## src/rtl/sr_tx_shift_register_driver.sv

```systemverilog
// Serialises a parallel word into a 74HC595-style chain: divided shift clock, MSB-first data, latch pulse, output enable.
// Optional periodic refresh of the last word is enabled by defining SR_TX_REFRESH_EN.
module sr_tx_shift_register_driver #(
    parameter int DATA_WIDTH = 16,
    parameter int CLK_DIV    = 500
) (
    input  logic                  clk_50,
    input  logic                  reset_n,
    input  logic [DATA_WIDTH-1:0] data_in,
    input  logic                  data_valid,
    output logic                  data_ready,
    output logic                  shift_serial_out,
    output logic                  shift_clk,
    output logic                  latch,
    output logic                  out_en_n
);
    localparam int IDX_W = $clog2(DATA_WIDTH);
    localparam int DIV_W = $clog2(CLK_DIV);
    localparam logic [IDX_W-1:0] IDX_MSB  = IDX_W'(DATA_WIDTH - 1);
    localparam logic [DIV_W-1:0] DIV_LAST = DIV_W'(CLK_DIV - 1);

    typedef enum logic [1:0] {IDLE, SHIFT, LATCH} state_t;

    state_t                  state, state_next;
    logic [DATA_WIDTH-1:0]   held, held_next;
    logic [DIV_W-1:0]        divider, div_next;
    logic [IDX_W-1:0]        bit_idx, idx_next;
    logic                    ready_next, sclk_next, sout_next, latch_next, oe_n_next;
    logic                    tick;
    logic                    accept;
    logic                    refresh_req;

`ifdef SR_TX_REFRESH_EN
    // Set by the first accepted word; only then is there a meaningful word to resend.
    logic loaded;

    always_ff @(posedge clk_50 or negedge reset_n) begin
        if (!reset_n) begin
            loaded <= 1'b0;
        end else if (accept) begin
            loaded <= 1'b1;
        end
    end

    assign refresh_req = loaded;
`else
    assign refresh_req = 1'b0;
`endif

    assign accept = (state == IDLE) && data_ready && data_valid;

    always_comb begin
        state_next = state;
        held_next  = held;
        div_next   = divider;
        idx_next   = bit_idx;
        ready_next = data_ready;
        sclk_next  = shift_clk;
        sout_next  = shift_serial_out;
        latch_next = latch;
        oe_n_next  = out_en_n;
        tick       = (divider == DIV_LAST);

        case (state)
            IDLE: begin
                div_next   = '0;
                ready_next = 1'b1;
                if (accept) begin
                    held_next  = data_in;
                    state_next = SHIFT;
                    ready_next = 1'b0;
                    idx_next   = IDX_MSB;
                    sout_next  = data_in[DATA_WIDTH-1];
                end else if (data_ready && refresh_req) begin
                    state_next = SHIFT;
                    ready_next = 1'b0;
                    idx_next   = IDX_MSB;
                    sout_next  = held[DATA_WIDTH-1];
                end
            end
            SHIFT: begin
                div_next = tick ? '0 : divider + 1'b1;
                if (tick) begin
                    if (!shift_clk) begin
                        sclk_next = 1'b1;
                    end else if (bit_idx != '0) begin
                        // Data moves on the falling edge so it is stable a full half-period before the next rise.
                        sclk_next = 1'b0;
                        idx_next  = bit_idx - 1'b1;
                        sout_next = held[bit_idx - 1'b1];
                    end else begin
                        sclk_next  = 1'b0;
                        latch_next = 1'b1;
                        state_next = LATCH;
                    end
                end
            end
            LATCH: begin
                div_next = tick ? '0 : divider + 1'b1;
                if (tick) begin
                    latch_next = 1'b0;
                    oe_n_next  = 1'b0;
                    ready_next = 1'b1;
                    state_next = IDLE;
                end
            end
            default: begin
                state_next = IDLE;
            end
        endcase
    end

    always_ff @(posedge clk_50 or negedge reset_n) begin
        if (!reset_n) begin
            state            <= IDLE;
            held             <= '0;
            divider          <= '0;
            bit_idx          <= IDX_MSB;
            data_ready       <= 1'b0;
            shift_clk        <= 1'b0;
            shift_serial_out <= 1'b0;
            latch            <= 1'b0;
            out_en_n         <= 1'b1;
        end else begin
            state            <= state_next;
            held             <= held_next;
            divider          <= div_next;
            bit_idx          <= idx_next;
            data_ready       <= ready_next;
            shift_clk        <= sclk_next;
            shift_serial_out <= sout_next;
            latch            <= latch_next;
            out_en_n         <= oe_n_next;
        end
    end

endmodule

```

## config.mk

```make
export PLATFORM = sky130hd
export DESIGN_NAME = sr_tx_shift_register_driver
export DESIGN_NICKNAME = d
export VERILOG_FILES = /design/src/rtl/sr_tx_shift_register_driver.sv
export SDC_FILE = /design/constraint.sdc
export NUM_CORES = 1
export LEC_CHECK = 0
export CORE_UTILIZATION = 44
export DETAILED_ROUTE_END_ITERATION = 7
export PLACE_DENSITY = 0.79
export SETUP_SLACK_MARGIN = 0.5
export SLEW_MARGIN = 20
export SYNTH_ARGS = -nofsm -noshare
export SYNTH_HDL_FRONTEND = slang
export SYNTH_SLANG_ARGS = --single-unit
```

## constraint.sdc

```tcl
create_clock -name clk_50 -period 2 [get_ports clk_50]
set_input_delay 0.6 -clock clk_50 [delete_from_list [all_inputs] [get_ports clk_50]]
set_output_delay 0.6 -clock clk_50 [all_outputs]
set_load 0.03 [all_outputs]
```

==> parameters.txt <==
Parameter                              Value

Outcome
  Status    finished with violations
  Violations in the final reports    setup timing

Final layout
  Ratio of cells with drive above 1 in the final layout    between 30% and 40%
  Multi-input combinational cell area    1025 um2
  Fill cell total of the finished layout    279
  Signed area change from the synthesized netlist to the final layout    37.24%
  Layout net count    222
  Number of antenna repair diodes    0
  Area used by sequential logic in the layout    909.6 um2

Logic synthesis
  Count of warnings emitted by yosys    0
  Mean instance size in the synthesized netlist    12.51 um2
  Proportion of netlist area held by the largest area contributor    42.76%
  Yosys top cell by area    sky130_fd_sc_hd__dfrtp_1
  Ranking of synthesized cells by area    sky130_fd_sc_hd__dfrtp_1, sky130_fd_sc_hd__dfstp_2, sky130_fd_sc_hd__mux2_1
  Number of unique standard cell types used by synthesis    39
  Register bit total from synthesis    36
  Async set-reset flop share out of synthesis    between 90% and 100%
  Total nets after synthesis    172
  Cell area after synthesis    between 1500 and 2000 um2
  Number of synthesized flops with an enable pin    0
  Cells after Synth    ~150
  Commonest register cell after synthesis    sky130_fd_sc_hd__dfrtp_1
  Share of synthesized area occupied by flip-flops and latches    50.00%

Global routing
  Vias in the first global route    1420
  Overall global routing resource usage    about a fifth
  Global route overflow    0
  Antenna violations before repair    0
  Pin count of the biggest net entering global routing    37
  Wire length of the first global-routing pass    about 6.6 mm

Routing
  Length of the first detailed-routing pass in iterations    4
  Iter 0 DRT Violations    53
  Final ANT Viol Nets    0
  DRC Markers    0
  Total Routed Length    about 3.9 mm
  Via count    roughly 1300
  Detailed-route vias per instance    5.357
  Average wire length per cell after detail routing    15.87 um

STA
  Slew of the pin with the lowest slew margin    442.5 ps
  Final TNS setup    -87.75 ps
  RSZ-0062 raised after global routing    yes
  Crit share post-route    104.4%
  Final slew viol count    0
  Min Clock Period, post-route    2088 ps
  Tightest slew margin relative to the limit    70.50%
  Setup-failing EPs final    1
  Setup WS post-layout    -87.75 ps
  Highest attainable clock frequency    479.0 MHz
  Total count of hold-check failures in the final report    0
  Setup clock skew after layout    5.698 ps
  Final Hold Slack    493.4 ps

Floorplanning
  Num rows    22
  Die area    about 4400 um2
  Die Height    between 60 and 70 um
  Starting density of the core    47.76%
  Core ar.    3799 um2
  Ports placed on the boundary    24
  Die extent in x    66.21 um

Job
  Maxcap violations    0

Clock tree
  Clock tree sinks    36
  Clock latency at the later pin of the worst-skew pair    around 280 ps
  CTS Root Buffer Type    sky130_fd_sc_hd__clkbuf_8
  TritonCTS clock tree    yes
  Clock transition at the registers of the reported paths    about 70 ps
  Worst-case clock buffer depth    2
  Number of CTS-inserted buffers    5
  # H-tree levels    2

Setup path
  Crit path cell chain    inv_4, ha_4, mux4_1, mux4_2, mux2i_1, a21oi_1
  Crit. End Element    register
  Slowest CP cell    sky130_fd_sc_hd__dfstp_2
  Slack of the worst reg-to-reg path    -90 ps
  Cell family with most CP delay    multiplexers
  Buf+Inv Stages, Crit Path    1
  Biggest cell delay along the critical path    630 ps
  Critical-path maximum fanout    7
  Kind of start point of the critical path    register
  Required time of the critical path    ~2200 ps
  Critical path start-end classification    register to register
  Signal arrival time at the worst endpoint    2260 ps

Placement
  Count of port buffers added during placement    23
  Post-detailed-placement half-perimeter wirelength    2.541 mm
  Placer's final routability congestion estimate    0.7889

Power and ir drop
  Cell leakage power    1.161 nW
  Worst supply voltage drop on vdd    0.0003754 V
  Power density relative to cell area    507.8 nW/um2

Min path
  Type of the tightest min-delay check    register to register
worst paths after layout:
| kind | depth (start not counted) | to | from |
|---|---|---|---|
| max | 6 | shift_serial_out | bit_idx[0] |
| min | 2 | bit_idx[1] | bit_idx[1] |
| max reg2reg | 6 | shift_serial_out | bit_idx[0] |
| min reg2reg | 2 | bit_idx[1] | bit_idx[1] |
| max in group asynchronous | 2 | state[1] | reset_n |
| min in group asynchronous | 2 | divider[4] | reset_n |
logic make-up (layout without fill, tap and decap cells):
group,count (synthesis),in the layout,share of synthesized area (%)
simple gates,42,44,12.90
flops,36,36,50.00
mux,23,23,18.14
compound gates,18,18,6.207
xor+xnor,11,11,5.311
fa+ha+maj,8,8,5.517
buf+inv,7,56,1.930
sequential cells by signal (all words and copies together) (netlist names), 2 cells and up:
register and flops:
divider 9, state 2, bit_idx 4, held 16
worst reg2reg max path, delay by kind of cell (launching register included):
family	cells	cell delay, ps
buffers and inverters	1	60
DFF	1	630
AOI/OAI and AO/OA	1	80
adders and majority gates	1	290
muxes	3	930
report_power, final:
group	total (mW)	switching [mW]	internal, mW
Clock	0.477	0.233	0.244
Combinational	0.0569	0.0243	0.0326
Sequential	0.730	0.000582	0.730
synth_stat cells (3+ instances only):
library cell / n
sky130_fd_sc_hd__a31oi_1: 3
sky130_fd_sc_hd__dfrtp_1: 31
sky130_fd_sc_hd__dfstp_2: 5
sky130_fd_sc_hd__ha_1: 8
sky130_fd_sc_hd__inv_1: 4
sky130_fd_sc_hd__mux2_1: 10
sky130_fd_sc_hd__mux2_2: 7
sky130_fd_sc_hd__mux4_1: 4
sky130_fd_sc_hd__nand2_1: 7
sky130_fd_sc_hd__nand3_1: 4
sky130_fd_sc_hd__nand4_1: 3
sky130_fd_sc_hd__nor2_1: 12
sky130_fd_sc_hd__o21ai_0: 5
sky130_fd_sc_hd__o21ai_1: 3
sky130_fd_sc_hd__xnor2_1: 3
sky130_fd_sc_hd__xor2_1: 8
placed cells by master (no fill, tap or decap), types with 2 or more instances in the layout:
cell                               n
sky130_fd_sc_hd__clkdlybuf4s50_1  17
sky130_fd_sc_hd__nor2b_1           2
sky130_fd_sc_hd__nand2_1           5
sky130_fd_sc_hd__mux2_4            2
sky130_fd_sc_hd__nand3_4           2
sky130_fd_sc_hd__o21ai_1           3
sky130_fd_sc_hd__ha_4              4
sky130_fd_sc_hd__xnor2_1           3
sky130_fd_sc_hd__mux2_1            9
sky130_fd_sc_hd__ha_1              4
sky130_fd_sc_hd__inv_4             2
sky130_fd_sc_hd__mux2_2            6
sky130_fd_sc_hd__nor2_2            2
sky130_fd_sc_hd__o21ai_2           2
sky130_fd_sc_hd__dfrtp_1          29
sky130_fd_sc_hd__xor2_1            7
sky130_fd_sc_hd__mux4_1            4
sky130_fd_sc_hd__inv_2             2
sky130_fd_sc_hd__o21ai_0           3
sky130_fd_sc_hd__clkbuf_8          5
sky130_fd_sc_hd__nor2_1           10
sky130_fd_sc_hd__nand4_1           3
sky130_fd_sc_hd__and4_1            2
sky130_fd_sc_hd__dfrtp_2           2
sky130_fd_sc_hd__dfstp_2           5
sky130_fd_sc_hd__buf_6             6
sky130_fd_sc_hd__a31oi_1           3
sky130_fd_sc_hd__buf_4            18
sky130_fd_sc_hd__clkbuf_1          2
sky130_fd_sc_hd__nand3_1           3
layer usage:
layer | GRT usage [%] | part of all wire [%] | vias up
met1 | 23.03 | 41 | 648
met3 | 3.966 | 2.7 | 6
met5 | 0 | 0 | -
met4 | 10.37 | 1.8 | 0
met2 | 37.88 | 54 | 25
li1 | - | - | 628
stage by stage:
stage / utilization [%] / area (um2) / setup slack, ps / std cells / total power, mW
2_1_floorplan: - / 1864 / 14.19 / 145 / 0.7477
4_1_cts: 62.68 / 2381 / -95.36 / 237 / 1.289
3_5_place_dp: 56.52 / 2147 / -99.92 / 216 / 0.8016
5_1_grt: 65.55 / 2490 / -134.3 / 244 / 1.326
6_report: 65.55 / 2490 / -87.75 / 244 / 1.264
3_3_place_gp: 56.52 / 2147 / -10.40 / 216 / 0.8002
what timing repair did:
item,CTS,global route
gates cloned,2,0
setup endpoints to repair,38,24
gates resized for setup,46,17
hold buffers,0,0
pin swaps,6,5
buffers inserted,11,7
cell type report:
class                           count  share of cell area (%)
Clock inverter                      1                  0.2010
Inverter                            4                  0.8040
Timing Repair Buffer               44                   15.83
Clock buffer                        7                   3.065
Multi-Input combinational cell    104                   41.16
Sequential cell                    36                   36.53
Tap cell                           48                   2.412
No activity file was read; power rests on OpenSTA's default activity.
